--- config.mk ---
export PLATFORM = sky130hd
export DESIGN_NAME = result_drain_flat
export DESIGN_NICKNAME = d
export VERILOG_FILES = /design/src/rtl/terpine_pkg.sv /design/src/rtl/result_drain_if.sv /design/src/rtl/result_drain_rr_arbiter.sv /design/src/rtl/result_drain.sv /design/src/flat_wrapper.sv
export SDC_FILE = /design/constraint.sdc
export NUM_CORES = 1
export LEC_CHECK = 0
export CORE_MARGIN = 1.5
export CORE_UTILIZATION = 45
export CTS_BUF_LIST = sky130_fd_sc_hd__clkbuf_16
export CTS_CLUSTER_DIAMETER = 80
export CTS_CLUSTER_SIZE = 30
export DETAILED_ROUTE_END_ITERATION = 7
export PLACE_DENSITY_LB_ADDON = 0.3
export SETUP_SLACK_MARGIN = 0.4
export SLEW_MARGIN = 20
export SYNTH_ARGS = -nofsm -noshare
export SYNTH_HDL_FRONTEND = slang
export SYNTH_SLANG_ARGS = --single-unit
--- constraint.sdc ---
create_clock -name fifo_clk -period 4.5 [get_ports fifo_clk]
set_input_delay 0.9 -clock fifo_clk [delete_from_list [all_inputs] [get_ports fifo_clk]]
set_output_delay 0.9 -clock fifo_clk [all_outputs]
set_load 0.05 [all_outputs]
--- src/rtl/terpine_pkg.sv ---
// Shared definitions for the result drain slice.
// Holds the drain FSM state encoding and the default channel count / word width.
package terpine_pkg;

  localparam int unsigned N_CHAN_DEF    = 12;
  localparam int unsigned WORD_BITS_DEF = 64;

  typedef enum logic [2:0] {
    S_IDLE    = 3'd0,
    S_SHIFT   = 3'd1,
    S_CAPTURE = 3'd2,
    S_OUT     = 3'd3,
    S_GAP     = 3'd4
  } state_t;

endpackage

--- src/rtl/result_drain_if.sv ---
// Bundle of the per-channel FIFO handshake and the output word handshake.
//   fifo_empty/fifo_bits/chan_mask : channel side, into the drain
//   fifo_req                       : per-channel shift request, from the drain
//   out_word/out_chan/out_valid    : assembled word, from the drain
//   out_ready                      : consumer accept, into the drain
//   words_drained                  : saturating count of accepted words
// master = drain side, slave = channel/consumer side.
interface result_drain_if
  import terpine_pkg::*;
#(
  parameter int unsigned N_CHAN    = N_CHAN_DEF,
  parameter int unsigned WORD_BITS = WORD_BITS_DEF
) ();
  localparam int unsigned CHAN_W = $clog2(N_CHAN);

  logic [N_CHAN-1:0]    fifo_empty;
  logic [N_CHAN-1:0]    fifo_req;
  logic [N_CHAN-1:0]    fifo_bits;
  logic [N_CHAN-1:0]    chan_mask;
  logic [WORD_BITS-1:0] out_word;
  logic [CHAN_W-1:0]    out_chan;
  logic                 out_valid;
  logic                 out_ready;
  logic [31:0]          words_drained;

  modport master (
    input  fifo_empty, fifo_bits, chan_mask, out_ready,
    output fifo_req, out_word, out_chan, out_valid, words_drained
  );

  modport slave (
    output fifo_empty, fifo_bits, chan_mask, out_ready,
    input  fifo_req, out_word, out_chan, out_valid, words_drained
  );
endinterface

--- src/rtl/result_drain_rr_arbiter.sv ---
// Round-robin arbiter: picks the first set request bit at or above ptr,
// wrapping from N_CHAN-1 to 0.
//   req       : request vector
//   ptr       : starting channel (always < N_CHAN)
//   grant     : one-hot grant
//   grant_idx : index of the granted channel
//   grant_any : at least one request was set
module rr_arbiter
  import terpine_pkg::*;
#(
  parameter  int unsigned N_CHAN = N_CHAN_DEF,
  localparam int unsigned CHAN_W = $clog2(N_CHAN)
) (
  input  logic [N_CHAN-1:0] req,
  input  logic [CHAN_W-1:0] ptr,
  output logic [N_CHAN-1:0] grant,
  output logic [CHAN_W-1:0] grant_idx,
  output logic              grant_any
);

  always_comb begin
    int unsigned      c;
    logic [CHAN_W-1:0] cidx;
    grant     = '0;
    grant_idx = '0;
    grant_any = 1'b0;
    c         = 0;
    cidx      = '0;
    for (int unsigned k = 0; k < N_CHAN; k++) begin
      // ptr < N_CHAN, so a single subtraction implements the modulo wrap.
      c = 32'(ptr) + k;
      if (c >= N_CHAN) c = c - N_CHAN;
      cidx = CHAN_W'(c);
      if (!grant_any && req[cidx]) begin
        grant[cidx] = 1'b1;
        grant_idx   = cidx;
        grant_any   = 1'b1;
      end
    end
  end

endmodule

--- src/rtl/result_drain.sv ---
// Result drain: round-robin selects a non-empty, enabled channel, clocks
// WORD_BITS serial bits out of it (MSB first), presents the assembled word
// with its channel index until accepted, then idles GAP cycles.
//   fifo_clk : clock (rising edge)
//   fifo_rst : synchronous active-high reset
//   bus      : result_drain_if master modport (channel and output handshakes)
module result_drain
  import terpine_pkg::*;
#(
  parameter int unsigned N_CHAN    = N_CHAN_DEF,
  parameter int unsigned WORD_BITS = WORD_BITS_DEF,
  parameter int unsigned GAP       = 2
) (
  input  logic           fifo_clk,
  input  logic           fifo_rst,
  result_drain_if.master bus
);

  localparam int unsigned CHAN_W = $clog2(N_CHAN);
  localparam int unsigned CNT_W  = $clog2(WORD_BITS) + 1;

  state_t               state;
  logic [CHAN_W-1:0]    rr_ptr;
  logic [CHAN_W-1:0]    grant_idx;
  logic [N_CHAN-1:0]    eligible;
  logic [N_CHAN-1:0]    grant;
  logic                 grant_any;
  logic                 cap_due;
  logic [CNT_W-1:0]     cnt;
  logic [WORD_BITS-1:0] sr;

  assign eligible     = ~bus.fifo_empty & bus.chan_mask;
  assign bus.out_word = sr;

  rr_arbiter #(.N_CHAN(N_CHAN)) u_arb (
    .req       (eligible),
    .ptr       (rr_ptr),
    .grant     (grant),
    .grant_idx (grant_idx),
    .grant_any (grant_any)
  );

  always_ff @(posedge fifo_clk) begin
    if (fifo_rst) begin
      state             <= S_IDLE;
      bus.fifo_req      <= '0;
      bus.out_valid     <= 1'b0;
      bus.out_chan      <= '0;
      bus.words_drained <= '0;
      rr_ptr            <= '0;
      cnt               <= '0;
      cap_due           <= 1'b0;
      sr                <= '0;
    end else begin
      // A bit arrives the cycle after each request; the shift register
      // doubles as out_word and is frozen whenever no bit is due.
      cap_due <= |bus.fifo_req;
      if (cap_due) sr <= {sr[WORD_BITS-2:0], |bus.fifo_bits};

      case (state)
        S_IDLE: begin
          if (grant_any) begin
            bus.out_chan <= grant_idx;
            bus.fifo_req <= grant;
            cnt          <= '0;
            state        <= S_SHIFT;
          end
        end
        S_SHIFT: begin
          if (cnt == CNT_W'(WORD_BITS - 1)) begin
            bus.fifo_req <= '0;
            state        <= S_CAPTURE;
          end else begin
            cnt <= cnt + 1'b1;
          end
        end
        S_CAPTURE: begin
          bus.out_valid <= 1'b1;
          state         <= S_OUT;
        end
        S_OUT: begin
          if (bus.out_ready) begin
            bus.out_valid <= 1'b0;
            if (bus.words_drained != '1)
              bus.words_drained <= bus.words_drained + 32'd1;
            rr_ptr <= (bus.out_chan == CHAN_W'(N_CHAN - 1)) ? '0 : bus.out_chan + 1'b1;
            cnt    <= '0;
            state  <= S_GAP;
          end
        end
        S_GAP: begin
          if (cnt == CNT_W'(GAP - 1)) state <= S_IDLE;
          else                        cnt   <= cnt + 1'b1;
        end
        default: state <= S_IDLE;
      endcase
    end
  end

endmodule
--- src/flat_wrapper.sv ---
// flat-port wrapper written by rule: the top's interface ports become plain ports
module result_drain_flat import terpine_pkg::*;
#(
  parameter int unsigned N_CHAN    = N_CHAN_DEF,
  parameter int unsigned WORD_BITS = WORD_BITS_DEF,
  parameter int unsigned GAP       = 2
)
  (fifo_clk, fifo_rst, bus_fifo_empty, bus_fifo_bits, bus_chan_mask, bus_out_ready, bus_fifo_req, bus_out_word, bus_out_chan, bus_out_valid, bus_words_drained);
  result_drain_if #(.N_CHAN(N_CHAN), .WORD_BITS(WORD_BITS)) bus_i ();
  input  logic fifo_clk;
  input  logic fifo_rst;
  input wire logic [$bits(bus_i.fifo_empty)-1:0] bus_fifo_empty;
  input wire logic [$bits(bus_i.fifo_bits)-1:0] bus_fifo_bits;
  input wire logic [$bits(bus_i.chan_mask)-1:0] bus_chan_mask;
  input wire logic [$bits(bus_i.out_ready)-1:0] bus_out_ready;
  output wire logic [$bits(bus_i.fifo_req)-1:0] bus_fifo_req;
  output wire logic [$bits(bus_i.out_word)-1:0] bus_out_word;
  output wire logic [$bits(bus_i.out_chan)-1:0] bus_out_chan;
  output wire logic [$bits(bus_i.out_valid)-1:0] bus_out_valid;
  output wire logic [$bits(bus_i.words_drained)-1:0] bus_words_drained;
  assign bus_i.fifo_empty = bus_fifo_empty;
  assign bus_i.fifo_bits = bus_fifo_bits;
  assign bus_i.chan_mask = bus_chan_mask;
  assign bus_i.out_ready = bus_out_ready;
  assign bus_fifo_req = bus_i.fifo_req;
  assign bus_out_word = bus_i.out_word;
  assign bus_out_chan = bus_i.out_chan;
  assign bus_out_valid = bus_i.out_valid;
  assign bus_words_drained = bus_i.words_drained;
  result_drain #(.N_CHAN(N_CHAN), .WORD_BITS(WORD_BITS), .GAP(GAP)) u_core (.fifo_clk(fifo_clk), .fifo_rst(fifo_rst), .bus(bus_i));
endmodule
==> key figures <==
Cells and area
  • Area grow syn2layout: 39.7%
  • Commonest non-fill, non-tap cell in the layout: clkdlybuf4s50_1
  • Most frequent cells in the layout: clkdlybuf4s50_1 (150), nor2_1 (142), dfxtp_1 (124)
  • Share of layout cells above drive strength 1: 0.179
  • Final Cell Area: 11,100 sq um
  • # diodes: 0
  • Layout Nets: 1,209

Timing
  • Setup TNS: 0 ns
  • Relative slew slack: 0.433
  • Worst slew pin tran: 0.850 ns
  • Hold slack: 0.491 ns
  • Period utilization: 0.895
  • Hold Vio Cnt, Final: 0
  • Final Skew: 0.0136 ns
  • Final Setup Violations: 0
  • Achievable Freq: 0.248 GHz
  • Fin worst setup slack: 0.470 ns
  • Period minus WS final: 4.03 ns
  • RSZ-0062 raised after global routing: yes
  • Fin. max-slew vios: 0

Power
  • P_leak: 4.23 nW
  • VDD IR max: 0.281 mV
  • PD cells: 256 nW/um^2

Clocking
  • Max clock buf depth: 2
  • Clk sinks: 128
  • CTS hold repair buffers: 0
  • Root buf cell: clkbuf_16
  • CTS Buf Count: 17
  • TritonCTS clock tree: yes
  • CTS clk-pin slew, worst paths: 0.06 ns
  • H-tree Lvls: 4
  • Skew-Pair Late Insertion Delay: 0.42 ns

Critical path
  • Bufs and invs on worst path: 2
  • Worst setup EP type: flip-flop
  • CP Max Fanout: 7
  • Worst setup path class: flip-flop to flip-flop
  • Critical-path cell list: inv_2, ha_1, a21oi_4, xnor2_4, inv_2, ha_2, nand2_2, and4_1, a2111oi_4, or3_4, a21oi_4, or3_4, or4_4, o21ai_4, a222oi_1, a21oi_1, a211o_1
  • CP required: 4.86 ns
  • Top delay family on crit path: simple AND/OR/NAND/NOR gates
  • Startpoint types: flip-flop
  • Slowest CP cell: or4_4
  • Data arrival, critical path: 4.39 ns
  • Worst stage delay on the critical path: 0.53 ns

Synthesis
  • Syn Inst Count: 941
  • Synth top area share: 0.321
  • Total number of yosys warnings: 0
  • Cell Area, Synth: 7980 sq um
  • Primary FF master, synth: dfxtp_1
  • Syn nets: 1,008
  • Synth unique cells: 89
  • Post-synth EDFFs: 0
  • Sequential share of the synthesized area: 0.321
  • Largest area contributor in the netlist: dfxtp_1
  • FFs w/ async S/R, synth: 0
  • Mapped Avg Cell Area: 8.48 sq um
  • Ranking of synthesized cells by area: dfxtp_1 (32%), mux2i_1 (9.4%), nor2_1 (6.7%)
  • #FFs+latches synth: 128

Placed design
  • DP HPWL: 18,900 um
  • I/O Buffers: 151
  • Pre-CTS setup slack: 0.00699 ns
  • Routability congestion estimate: 0.975
  • Area after DPL: 10,100 sq um

Floorplanning
  • Site row count: 48
  • Die width: 136 um
  • Core Area: 17,300 sq um
  • Die H: 136 um
  • I/O Pins: 152
  • DIE AREA: 18,500 sq um
  • Starting Density: 0.461

Detailed routing
  • Vias: 8,057
  • Vias per inst: 5.84
  • Wire per inst: 18.7 um
  • TritonRoute pass-1 iters: 5
  • Total wire length: 25,800 um
  • DR iter-0 viols: 599
  • Detail Route Antenna Nets: 0
  • Remaining DRCs: 0

Flow run
  • Max-Cap Viols: 0

Min path
  • Hold crit path type: flip-flop to flip-flop

Global route
  • Initial antenna violation count: 0
  • GRT Total Usage: 0.277
  • Via count of the first global-routing pass: 7,709
  • Grt ovf: 0
  • First-pass GRT wire length: 40,200 um
  • Largest net degree at the start of global routing: 87

Run status
  • Outcome: finished clean
-- Yosys cell counts, types with 4 or more instances --
cell	number
nor4b_1	6
and3_1	8
a21o_1	10
o21a_1	7
inv_2	6
xor2_1	20
nor2b_1	13
nor4_1	14
a31oi_1	12
and4_1	4
nor2_1	143
or3_1	15
or2_2	4
a211oi_1	7
dfxtp_1	128
o22ai_1	6
o21ai_0	22
inv_1	21
a21oi_1	39
mux2i_1	75
o211ai_1	4
nor3_1	18
clkbuf_1	29
nand4_1	8
o21bai_1	6
o21ai_1	7
nand2b_1	23
xnor2_1	17
a32oi_1	4
buf_2	13
mux4_2	9
a211o_1	5
buf_1	5
nand3_1	37
nand2_1	59
and2_1	5
a221oi_1	4
mux2_2	4
o31ai_1	4
ha_1	28
a32o_1	7
a222oi_1	5
a22oi_1	10
-- layout make-up --
class | count | area (sq um)
clock inverters | 15 | 169
clock buffers | 17 | 425
well taps | 225 | 282
multi-input cells | 736 | 5440
flip-flops and latches | 128 | 2570
repair buffers | 232 | 2150
inverters | 27 | 101
fillers | 1501 | 6150
-- sequential cells by signal, summed over array words and instances (netlist names) --
name and flops:
u_core.bus.out_chan 4, u_core.state 3, u_core.cap_due 1, u_core.bus.out_valid 1, u_core.rr_ptr 4, u_core.cnt 7
u_core.bus.fifo_req 12, u_core.bus.words_drained 32, u_core.bus.out_word 64
-- metrics by stage --
stage / util / instances / total power, mW
3_3_place_gp: 0.583 / 1334 / 1.47
6_report: 0.644 / 1380 / 2.85
3_5_place_dp: 0.583 / 1334 / 1.47
2_1_floorplan: - / 941 / 1.36
4_1_cts: 0.626 / 1369 / 2.86
5_1_grt: 0.644 / 1380 / 2.95
-- power breakdown --
group	total [mW]	internal, mW	switching (mW)
Sequential	1.17	1.14	0.0269
Clock	1.39	0.866	0.519
Combinational	0.300	0.141	0.159
-- path summary, 6_finish.rpt --
kind / startpoint / to / slack, ns / cells past startpoint
setup / recovery: u_core.rr_ptr[1] / u_core.bus.fifo_req[11] / 0.47 / 17
hold / removal: u_core.bus.fifo_req[2] / u_core.bus.fifo_req[2] / 0.49 / 1
setup reg to reg: u_core.rr_ptr[1] / u_core.bus.fifo_req[11] / 0.47 / 17
hold reg to reg: u_core.bus.fifo_req[2] / u_core.bus.fifo_req[2] / 0.49 / 1
-- timing repair --
action | 4_1_cts | 5_1_grt
cloned | 0 | 1
endpoints found under the setup margin | 24 | 23
gates resized for setup | 22 | 56
pin swaps | 3 | 21
buffers inserted | 3 | 10
-- routing by layer --
| metal | global-route usage | wire (um) | vias to the layer above |
|---|---|---|---|
| li1 | - | - | 3845 |
| met1 | 0.366 | 11500 | 3845 |
| met2 | 0.435 | 11800 | 314 |
| met3 | 0.0772 | 1940 | 53 |
| met4 | 0.0928 | 637 | 0 |
| met5 | 0 | 0 | - |
-- logic make-up after synthesis --
logic type	count (synthesis)	synth area share
AO/OA/AOI/OAI	201	0.182
flip-flops	128	0.321
XOR/XNOR	39	0.0461
adder cells (fa/ha/maj)	28	0.0439
multiplexers	88	0.125
buffers and inverters	77	0.0401
AND/OR/NAND/NOR	380	0.242
Note: power is estimated with default switching activity, not from simulation.
